--- src/rtl/fp_multiply_pipe.sv ---
`timescale 1ns/1ps
// fp_multiply_pipe: parametrised, fully pipelined floating-point multiplier.
// Flow: unpack -> significand multiply -> normalise/round -> pack/special-case.
// Rounding is round-to-nearest-even. Subnormal inputs are treated as zero.
// A tag travels with every operation. The whole pipe freezes while a result
// waits on out_ready_i. Define FP_MUL_FLAGS_EN to add the flags_o port and its
// exception pipeline ({invalid, overflow, underflow, inexact}).
module fp_multiply_pipe #(
    parameter int EXP_W = 8,
    parameter int MAN_W = 23,
    parameter int TAG_W = 4
) (
    input  logic                 clk_i,
    input  logic                 reset_ni,
    input  logic                 in_valid_i,
    output logic                 in_ready_o,
    input  logic [EXP_W+MAN_W:0] a_i,
    input  logic [EXP_W+MAN_W:0] b_i,
    input  logic [TAG_W-1:0]     tag_i,
    output logic                 out_valid_o,
    input  logic                 out_ready_i,
    output logic [EXP_W+MAN_W:0] product_o,
    output logic [TAG_W-1:0]     tag_o
`ifdef FP_MUL_FLAGS_EN
    ,
    output logic [3:0]           flags_o
`endif
);

    localparam int W  = 1 + EXP_W + MAN_W;
    localparam int PW = 2 * MAN_W + 2;
    localparam int XW = EXP_W + 2;
    localparam logic signed [XW-1:0] BIAS    = XW'(2 ** (EXP_W - 1) - 1);
    localparam logic signed [XW-1:0] EXP_MAX = XW'(2 ** EXP_W - 1);

    // Per-operation side information that rides along with the data.
    typedef struct packed {
        logic             sign;
        logic             invalid;
        logic             is_inf;
        logic             is_zero;
        logic [TAG_W-1:0] tag;
    } meta_t;

    // Stage 1 combinational unpack
    logic [EXP_W-1:0]        w_a_exp, w_b_exp;
    logic [MAN_W-1:0]        w_a_man, w_b_man;
    logic                    w_a_zero, w_b_zero, w_a_inf, w_b_inf, w_a_nan, w_b_nan;
    logic signed [XW-1:0]    w_exp_sum;
    meta_t                   w_s1_meta;

    assign w_a_exp  = a_i[W-2:MAN_W];
    assign w_b_exp  = b_i[W-2:MAN_W];
    assign w_a_man  = a_i[MAN_W-1:0];
    assign w_b_man  = b_i[MAN_W-1:0];
    assign w_a_zero = (w_a_exp == '0);
    assign w_b_zero = (w_b_exp == '0);
    assign w_a_inf  = (&w_a_exp) && (w_a_man == '0);
    assign w_b_inf  = (&w_b_exp) && (w_b_man == '0);
    assign w_a_nan  = (&w_a_exp) && (w_a_man != '0);
    assign w_b_nan  = (&w_b_exp) && (w_b_man != '0);
    assign w_exp_sum = $signed({2'b00, w_a_exp}) + $signed({2'b00, w_b_exp}) - BIAS;

    assign w_s1_meta.sign    = a_i[W-1] ^ b_i[W-1];
    assign w_s1_meta.invalid = w_a_nan | w_b_nan | (w_a_inf & w_b_zero) | (w_b_inf & w_a_zero);
    assign w_s1_meta.is_inf  = w_a_inf | w_b_inf;
    assign w_s1_meta.is_zero = w_a_zero | w_b_zero;
    assign w_s1_meta.tag     = tag_i;

    // Pipeline registers
    logic                 r_s1_valid, r_s2_valid, r_s3_valid, r_out_valid;
    logic [MAN_W:0]       r_s1_ma, r_s1_mb;
    logic signed [XW-1:0] r_s1_exp, r_s2_exp, r_s3_exp;
    meta_t                r_s1_meta, r_s2_meta, r_s3_meta;
    logic [PW-1:0]        r_s2_prod;
    logic [MAN_W-1:0]     r_s3_man;
    logic [W-1:0]         r_product;
    logic [TAG_W-1:0]     r_tag;

    // Stall freezes every stage, bubbles included.
    logic w_stall, w_adv;
    assign w_stall    = r_out_valid & ~out_ready_i;
    assign w_adv      = ~w_stall;
    assign in_ready_o = w_adv;

    // Stage 3 combinational normalise and round
    logic [MAN_W-1:0]     w_man;
    logic                 w_guard, w_sticky, w_round_up;
    logic [MAN_W:0]       w_man_rnd;
    logic signed [XW-1:0] w_exp_norm, w_exp_fin;

    // Select the mantissa window from the product and round it to nearest-even.
    always_comb begin
        // NOTE: every output gets a default first, so no path can infer a latch.
        w_man      = r_s2_prod[PW-3 -: MAN_W];
        w_guard    = r_s2_prod[MAN_W-1];
        w_sticky   = |r_s2_prod[MAN_W-2:0];
        w_exp_norm = r_s2_exp;
        if (r_s2_prod[PW-1]) begin
            w_man      = r_s2_prod[PW-2 -: MAN_W];
            w_guard    = r_s2_prod[MAN_W];
            w_sticky   = |r_s2_prod[MAN_W-1:0];
            w_exp_norm = r_s2_exp + XW'(1);
        end
        w_round_up = w_guard & (w_sticky | w_man[0]);
        w_man_rnd  = {1'b0, w_man} + {{MAN_W{1'b0}}, w_round_up};
        // A carry out of rounding leaves the low bits at zero; only the exponent moves.
        w_exp_fin  = w_man_rnd[MAN_W] ? w_exp_norm + XW'(1) : w_exp_norm;
    end

    // Output stage combinational pack with special results in priority order
    logic [W-1:0] w_pack;
`ifdef FP_MUL_FLAGS_EN
    logic       r_s3_inexact;
    logic [3:0] r_flags;
    logic [3:0] w_pack_flags;
`endif

    // Choose between the rounded number and a special encoding.
    always_comb begin
        w_pack = {r_s3_meta.sign, r_s3_exp[EXP_W-1:0], r_s3_man};
`ifdef FP_MUL_FLAGS_EN
        w_pack_flags = {3'b000, r_s3_inexact};
`endif
        if (r_s3_meta.invalid) begin
            w_pack = {1'b0, {EXP_W{1'b1}}, 1'b1, {(MAN_W-1){1'b0}}};
`ifdef FP_MUL_FLAGS_EN
            w_pack_flags = 4'b1000;
`endif
        end else if (r_s3_meta.is_inf) begin
            w_pack = {r_s3_meta.sign, {EXP_W{1'b1}}, {MAN_W{1'b0}}};
`ifdef FP_MUL_FLAGS_EN
            w_pack_flags = 4'b0000;
`endif
        end else if (r_s3_meta.is_zero) begin
            w_pack = {r_s3_meta.sign, {(W-1){1'b0}}};
`ifdef FP_MUL_FLAGS_EN
            w_pack_flags = 4'b0000;
`endif
        end else if (!r_s3_exp[XW-1] && (r_s3_exp >= EXP_MAX)) begin
            w_pack = {r_s3_meta.sign, {EXP_W{1'b1}}, {MAN_W{1'b0}}};
`ifdef FP_MUL_FLAGS_EN
            w_pack_flags = 4'b0101;
`endif
        end else if (r_s3_exp[XW-1] || (r_s3_exp == '0)) begin
            w_pack = {r_s3_meta.sign, {(W-1){1'b0}}};
`ifdef FP_MUL_FLAGS_EN
            w_pack_flags = 4'b0011;
`endif
        end
    end

    // Stage valid bits: the only pipeline state that needs clearing on reset.
    always_ff @(posedge clk_i or negedge reset_ni) begin
        // NOTE: non-blocking assignments let each stage take its predecessor's pre-edge value.
        if (!reset_ni) begin
            r_s1_valid <= 1'b0;
            r_s2_valid <= 1'b0;
            r_s3_valid <= 1'b0;
        end else if (w_adv) begin
            r_s1_valid <= in_valid_i;
            r_s2_valid <= r_s1_valid;
            r_s3_valid <= r_s2_valid;
        end
    end

    // Datapath registers: unpack, multiply and round results move with the valids.
    always_ff @(posedge clk_i) begin
        // NOTE: no reset here; the valid bits decide whether these contents mean anything.
        if (w_adv) begin
            r_s1_ma   <= {1'b1, w_a_man};
            r_s1_mb   <= {1'b1, w_b_man};
            r_s1_exp  <= w_exp_sum;
            r_s1_meta <= w_s1_meta;
            r_s2_prod <= PW'(r_s1_ma) * PW'(r_s1_mb);
            r_s2_exp  <= r_s1_exp;
            r_s2_meta <= r_s1_meta;
            r_s3_man  <= w_man_rnd[MAN_W-1:0];
            r_s3_exp  <= w_exp_fin;
            r_s3_meta <= r_s2_meta;
        end
    end

    // Registered outputs are cleared on reset and held during a stall.
    always_ff @(posedge clk_i or negedge reset_ni) begin
        if (!reset_ni) begin
            r_out_valid <= 1'b0;
            r_product   <= '0;
            r_tag       <= '0;
        end else if (w_adv) begin
            r_out_valid <= r_s3_valid;
            r_product   <= w_pack;
            r_tag       <= r_s3_meta.tag;
        end
    end

`ifdef FP_MUL_FLAGS_EN
    // Exception bits follow the data so that they line up with product_o.
    always_ff @(posedge clk_i or negedge reset_ni) begin
        if (!reset_ni) begin
            r_flags <= 4'b0000;
        end else if (w_adv) begin
            r_flags <= w_pack_flags;
        end
    end

    // Inexact is captured beside the rounded mantissa.
    always_ff @(posedge clk_i) begin
        if (w_adv) begin
            r_s3_inexact <= w_guard | w_sticky;
        end
    end

    assign flags_o = r_flags;
`endif

    assign out_valid_o = r_out_valid;
    assign product_o   = r_product;
    assign tag_o       = r_tag;

endmodule

--- config.mk ---
export PLATFORM = sky130hd
export DESIGN_NAME = fp_multiply_pipe
export DESIGN_NICKNAME = d
export VERILOG_FILES = /design/src/rtl/fp_multiply_pipe.sv
export SDC_FILE = /design/constraint.sdc
export NUM_CORES = 2
export LEC_CHECK = 0
export ABC_AREA = 1
export BUFFER_PORTS_ARGS = -buffer_cell sky130_fd_sc_hd__buf_2
export CAP_MARGIN = 10
export CORE_MARGIN = 4
export CORE_UTILIZATION = 65
export DETAILED_ROUTE_END_ITERATION = 12
export GPL_ROUTABILITY_DRIVEN = 0
export PLACE_DENSITY = 0.82
export SLEW_MARGIN = 15
export SYNTH_ARGS = -nofsm -noshare
export SYNTH_HDL_FRONTEND = slang
export SYNTH_SLANG_ARGS = --single-unit
--- constraint.sdc ---
create_clock -name clk_i -period 7.6 [get_ports clk_i]
set_clock_uncertainty 0.2 [all_clocks]
set_input_delay 0.76 -clock clk_i [delete_from_list [all_inputs] [get_ports clk_i]]
set_output_delay 0.76 -clock clk_i [all_outputs]
set_load 0.1 [all_outputs]
### Word-level counts from Yosys, hierarchy flattened

Cells that the tools add are included.

* bits in registers: 211
* input port bits: 72
* output and inout port bits: 38
* word-level logic and storage cells: 76

* add/subtract/negate cells: 5
* $mul: 1
* $lt $le $gt $ge: 1
* mux-type cells: 10
* bitwise gates (word level): 13
* reduce and logical (&&, ||, !) cells: 18

Operators with widths (count)
* 2-to-1 mux 31 bit: 4
* multiplier 24 x 24 -> 48 bit: 1
* zero test 23 bit: 2
* nonzero test 23 bit: 2
* 2-to-1 mux 32 bit: 1
* adder 23 x 1 -> 24 bit: 1
* 2-to-1 mux 23 bit: 1
* OR reduction 23 bit: 1
* OR reduction 22 bit: 1
* adder 10 x 2 -> 10 bit (second input constant): 2
* 2-to-1 mux 10 bit: 2
* zero test 8 bit: 2
* AND reduction 8 bit: 2
* greater-or-equal comparator 10 x 9 -> 1 bit (second input constant): 1
* zero test 10 bit: 1
* subtractor 9 x 7 -> 10 bit (second input constant): 1
* adder 8 x 8 -> 9 bit: 1
* bitwise OR 1 bit: 6
* logical AND 1 bit: 5
* bitwise AND 1 bit: 4
* 2-to-1 mux 1 bit: 2
* NOT 1 bit: 2
* zero test 1 bit: 1
* logical OR 1 bit: 1
* bitwise XOR 1 bit: 1

### Depth between registers and ports, before layout

* word-level depth: 7
* depth in mapped cells: 29
* depth with buffers taken out: 28

### Worst setup path after synthesis

No wires, ideal clock.

* path type: reg-to-output
* start: register r_out_valid, in the netlist out_valid_o
* end: output port in_ready_o
* data arrival time: 6.677 ns
* data required time: 6.640 ns
* slack: -0.037 ns
* cell stages (with the launch flop): 5
* path buffers: 1
* path through: dfrtp_1 inv_1 nor2_1 clkinv_1 clkbuf_1

* longest elaborated chain between the ends: 2

RTL lines
* start: declaration: line 71 `logic r_s1_valid, r_s2_valid, r_s3_valid, r_out_valid;`
* start signal: assignment: line 191 `r_out_valid <= r_s3_valid;`
* bitwise AND 1 bit: line 82 `assign w_stall = r_out_valid & ~out_ready_i;`
* NOT 1 bit: line 83 `assign w_adv = ~w_stall;`
* end: declaration: line 16 `output logic in_ready_o,`

No other way between the ends.

### Worst setup path after layout

* start: register r_s1_mb[5]
* end: register r_s2_prod[27] (data pin)

* longest elaborated chain between the ends: 1

RTL lines
* start: declaration: line 72 `logic [MAN_W:0] r_s1_ma, r_s1_mb;`
* start signal: assignment: line 172 `r_s1_mb <= {1'b1, w_b_man};`
* multiplier 24 x 24 -> 48 bit: line 175 `r_s2_prod <= PW'(r_s1_ma) * PW'(r_s1_mb);`
* end signal: assignment: line 175
* end: declaration: line 75 `logic [PW-1:0] r_s2_prod;`

No other way between the ends.
A chain may end at the register's enable or synchronous reset.

==> out/metrics.csv <==
stage,metric,value,unit
outcome,outcome,"finished, final reports clean",
clocking,Hold Buf Count CTS,0,
placement,Post-DP HPWL,56700,um
logic_synthesis,Mapped Area,28900,sq um
route,post-route antenna net violation count,0,
logic_synthesis,Yosys cell types,48,
setup_path,CP Max Fanout,24,
clocking,Setup Buffers After CTS,0,
sta,Final min period,7.07,ns
setup_path,CP startpoint,r_s1_mb[5]$_DFFE_PN_,
grt,first-pass GRT wire length,116000,um
logic_synthesis,Synthesis Warnings,0,
cells_and_area,Filler Cells Inserted,3252,
clocking,clk slew on worst S/H paths,0.07,ns
route,routed len/inst,16.7,um
floorplan,Die X,219,um
setup_path,startpoint types,flop,
clocking,cts repair resizes,0,
route,WL final,69100,um
clocking,clk_lat worst skew,0.56,ns
sta,RSZ-0062 raised after global routing,no,
grt,vias in the first global route,23363,
grt,GRT Resource Usage Total,30.4,%
logic_synthesis,Post-Syn Area per Cell,8.36,sq um
floorplan,Die Ht,219,um
route,starting DRC count in detailed routing,2000,
cells_and_area,share of cells above drive strength 1,7.20,%
setup_path,Setup crit end kind,flop,
floorplan,Rows,76,
route,vias per cell,5.33,
clocking,CTS Buf Count,24,
placement,Port Buf Inserts,109,
sta,Max Slew Vio Count,0,
setup_path,CP Class,reg -> reg,
sta,Hold Fails Final Rpt,0,
worst_hold_path,min-delay worst type,in -> async,
setup_path,slowest cell on the critical path,edfxtp_1,
setup_path,Reg2Reg Launch Point,r_s1_mb[5]$_DFFE_PN_,
sta,worst slew pin tran,1.15,ns
clocking,root buf cell,clkbuf_16,
sta,setup TNS,0,ns
setup_path,worst endpoint data arrival time,7.18,ns
setup_path,"Largest stage delay, worst path",0.97,ns
clocking,H-tree depth,1,
grt,largest net degree at the start of global routing,164,
grt,antenna violations before repair,0,
floorplan,Die Area,47800,sq um
sta,Slew headroom,23.4,%
cells_and_area,Nets,4282,
floorplan,core area,43500,sq um
logic_synthesis,#FFs+latches synth,211,
sta,Finish-stage setup viols,0,
route,vias,22066,
sta,Final period util,93.0,%
setup_path,"Cell Chain, Critical Path",nand2_1 -> fa_1 -> inv_1 -> fa_1 -> inv_1 -> fa_1 -> inv_1 -> fa_1 -> inv_1 -> fa_1 -> inv_1 -> fa_1 -> inv_1 -> fa_1 -> inv_1 -> ha_1 -> nand2_1 -> nor2_1 -> inv_1 -> nor3_1 -> nand3_1 -> nand3_1 -> xor2_1,
route,Initial DRT Pass Iterations,7,
cells_and_area,Syn-to-layout area delta,7.03,%
clocking,Max clock buf depth,3,
setup_path,crit-path most repeated cell,inv_1,
logic_synthesis,sequential area share after synthesis,21.3,%
route,# DRC,0,
clocking,clk sinks,211,
cells_and_area,area of the multi-input gates,18500,sq um
logic_synthesis,Post-Syn Instances,3450,
sta,f_max,0.141,GHz
job,max cap viols,0,
setup_path,critical path required time,7.71,ns
cells_and_area,n_diodes,0,
logic_synthesis,syn_nets,4196,
clocking,CTS tree,yes,
grt,Overflow after GRT,0,
floorplan,io pins,110,
floorplan,Starting Density,66.4,%
cells_and_area,register area,6140,sq um
kinds of logic after synthesis:
| logic type | synth area share (%) |
|---|---|
| and+or+nand+nor | 17.8 |
| buffers and inverters | 14.6 |
| adders and majority gates | 41.8 |
| DFF | 21.3 |
| AOI/OAI and AO/OA | 2.38 |
| xor gates and xnor gates | 2.10 |
registers in the layout (all words and copies together), names as in the netlist:
| name | cells |
|---|---|
| r_s1_mb | 23 |
| r_s1_ma | 23 |
| product_o | 32 |
| tag_o | 4 |
| r_s2_meta | 8 |
| r_s1_meta | 8 |
| r_s3_meta | 8 |
| r_s2_prod | 48 |
| r_s3_valid | 1 |
| r_s3_man | 23 |
| r_s1_exp | 10 |
| r_s2_exp | 10 |
| r_s2_valid | 1 |
| r_s1_valid | 1 |
| out_valid_o | 1 |
| r_s3_exp | 10 |
stage by stage:
step           hold slack (ns)  area [sq um]  setup WS [ns]  util (%)  cells
2_1_floorplan            0.200         28900           1.34         -   3450
3_3_place_gp             0.201         30100          0.660      69.3   4095
3_5_place_dp             0.205         30100          0.670      69.3   4095
4_1_cts                  0.154         30900          0.613      71.1   4139
5_1_grt                  0.161         30900          0.142      71.1   4139
6_report                 0.144         30900          0.530      71.1   4139
worst max-delay path, delay by kind of cell, from the launching register on:
family	cells	cell delay, ns
fa+ha+maj	8	3.88
flops	1	0.97
simple gates	6	0.89
buf+inv	8	0.47
xor+xnor	1	0.39
routing by layer:
metal	GRT usage (%)	part of all wire (%)
met1	41.3	40
met2	49.8	47
met3	5.66	9.2
met4	10.7	4.2
met5	0	0
area by class of cell:
type | count | share of cell area, %
Sequential cell | 211 | 19.9
Clock inverter | 13 | 0.373
Inverter | 1000 | 12.2
Timing Repair Buffer | 164 | 3.14
Clock buffer | 31 | 2.16
Multi-Input combinational cell | 2135 | 59.9
Tap cell | 585 | 2.37
worst paths after layout:
kind                                        endpoint  slack [ns]  depth (start not counted)
setup / recovery             r_s2_prod[27]$_DFFE_PN_        0.53                         23
hold / removal                  tag_o[3]$_DFFE_PN0N_        0.14                          1
hold reg to reg               r_s3_meta[7]$_DFFE_PN_        0.22                          0
max in group asynchronous  product_o[26]$_DFFE_PN0N_        6.47                          1
setup reg to reg             r_s2_prod[27]$_DFFE_PN_        0.53                         23
min in group clk_i            r_s1_meta[1]$_DFFE_PN_        0.18                          1
synth_stat cells, drive strengths merged:
| cell | n | share of area, % |
|---|---|---|
| a21boi | 2 | 0.052 |
| nor2 | 141 | 2.1 |
| nand2b | 1 | 0.022 |
| o211ai | 1 | 0.026 |
| and3 | 1 | 0.022 |
| or2 | 4 | 0.087 |
| o21bai | 10 | 0.26 |
| a31oi | 5 | 0.11 |
| a211oi | 1 | 0.026 |
| inv | 998 | 13 |
| a21o | 1 | 0.026 |
| buf | 8 | 0.36 |
| o21a | 1 | 0.026 |
| fa | 483 | 34 |
| edfxtp | 171 | 18 |
| a211o | 1 | 0.030 |
| xnor2 | 20 | 0.61 |
| a21oi | 65 | 1.1 |
| nand3 | 62 | 1.1 |
| and2 | 5 | 0.11 |
| nor4 | 18 | 0.39 |
| a22o | 1 | 0.030 |
| o21ai | 37 | 0.67 |
| nand2 | 1001 | 13 |
| ha | 191 | 8.3 |
| xor2 | 47 | 1.5 |
| nor3 | 16 | 0.32 |
| clkinv | 2 | 0.026 |
| nand4 | 20 | 0.43 |
| clkbuf | 96 | 1.2 |
| dfrtp | 40 | 3.5 |
cell usage in the layout (no fill, tap or decap), drive strengths merged, types with 2 or more instances in the layout:
master / n
edfxtp: 171
nor3: 16
o21ai: 37
nand2: 1001
a31oi: 5
nand3: 62
a21oi: 65
and2: 5
or2: 4
buf: 164
a21boi: 2
o21bai: 10
inv: 1001
dfrtp: 40
xor2: 47
clkinv: 8
clkbuf: 31
nor4: 18
fa: 483
ha: 191
clkinvlp: 4
xnor2: 20
nor2: 141
nand4: 20
Power is not shown: default switching activity piles up to over one toggle a cycle in this logic, so the estimate is an artifact.
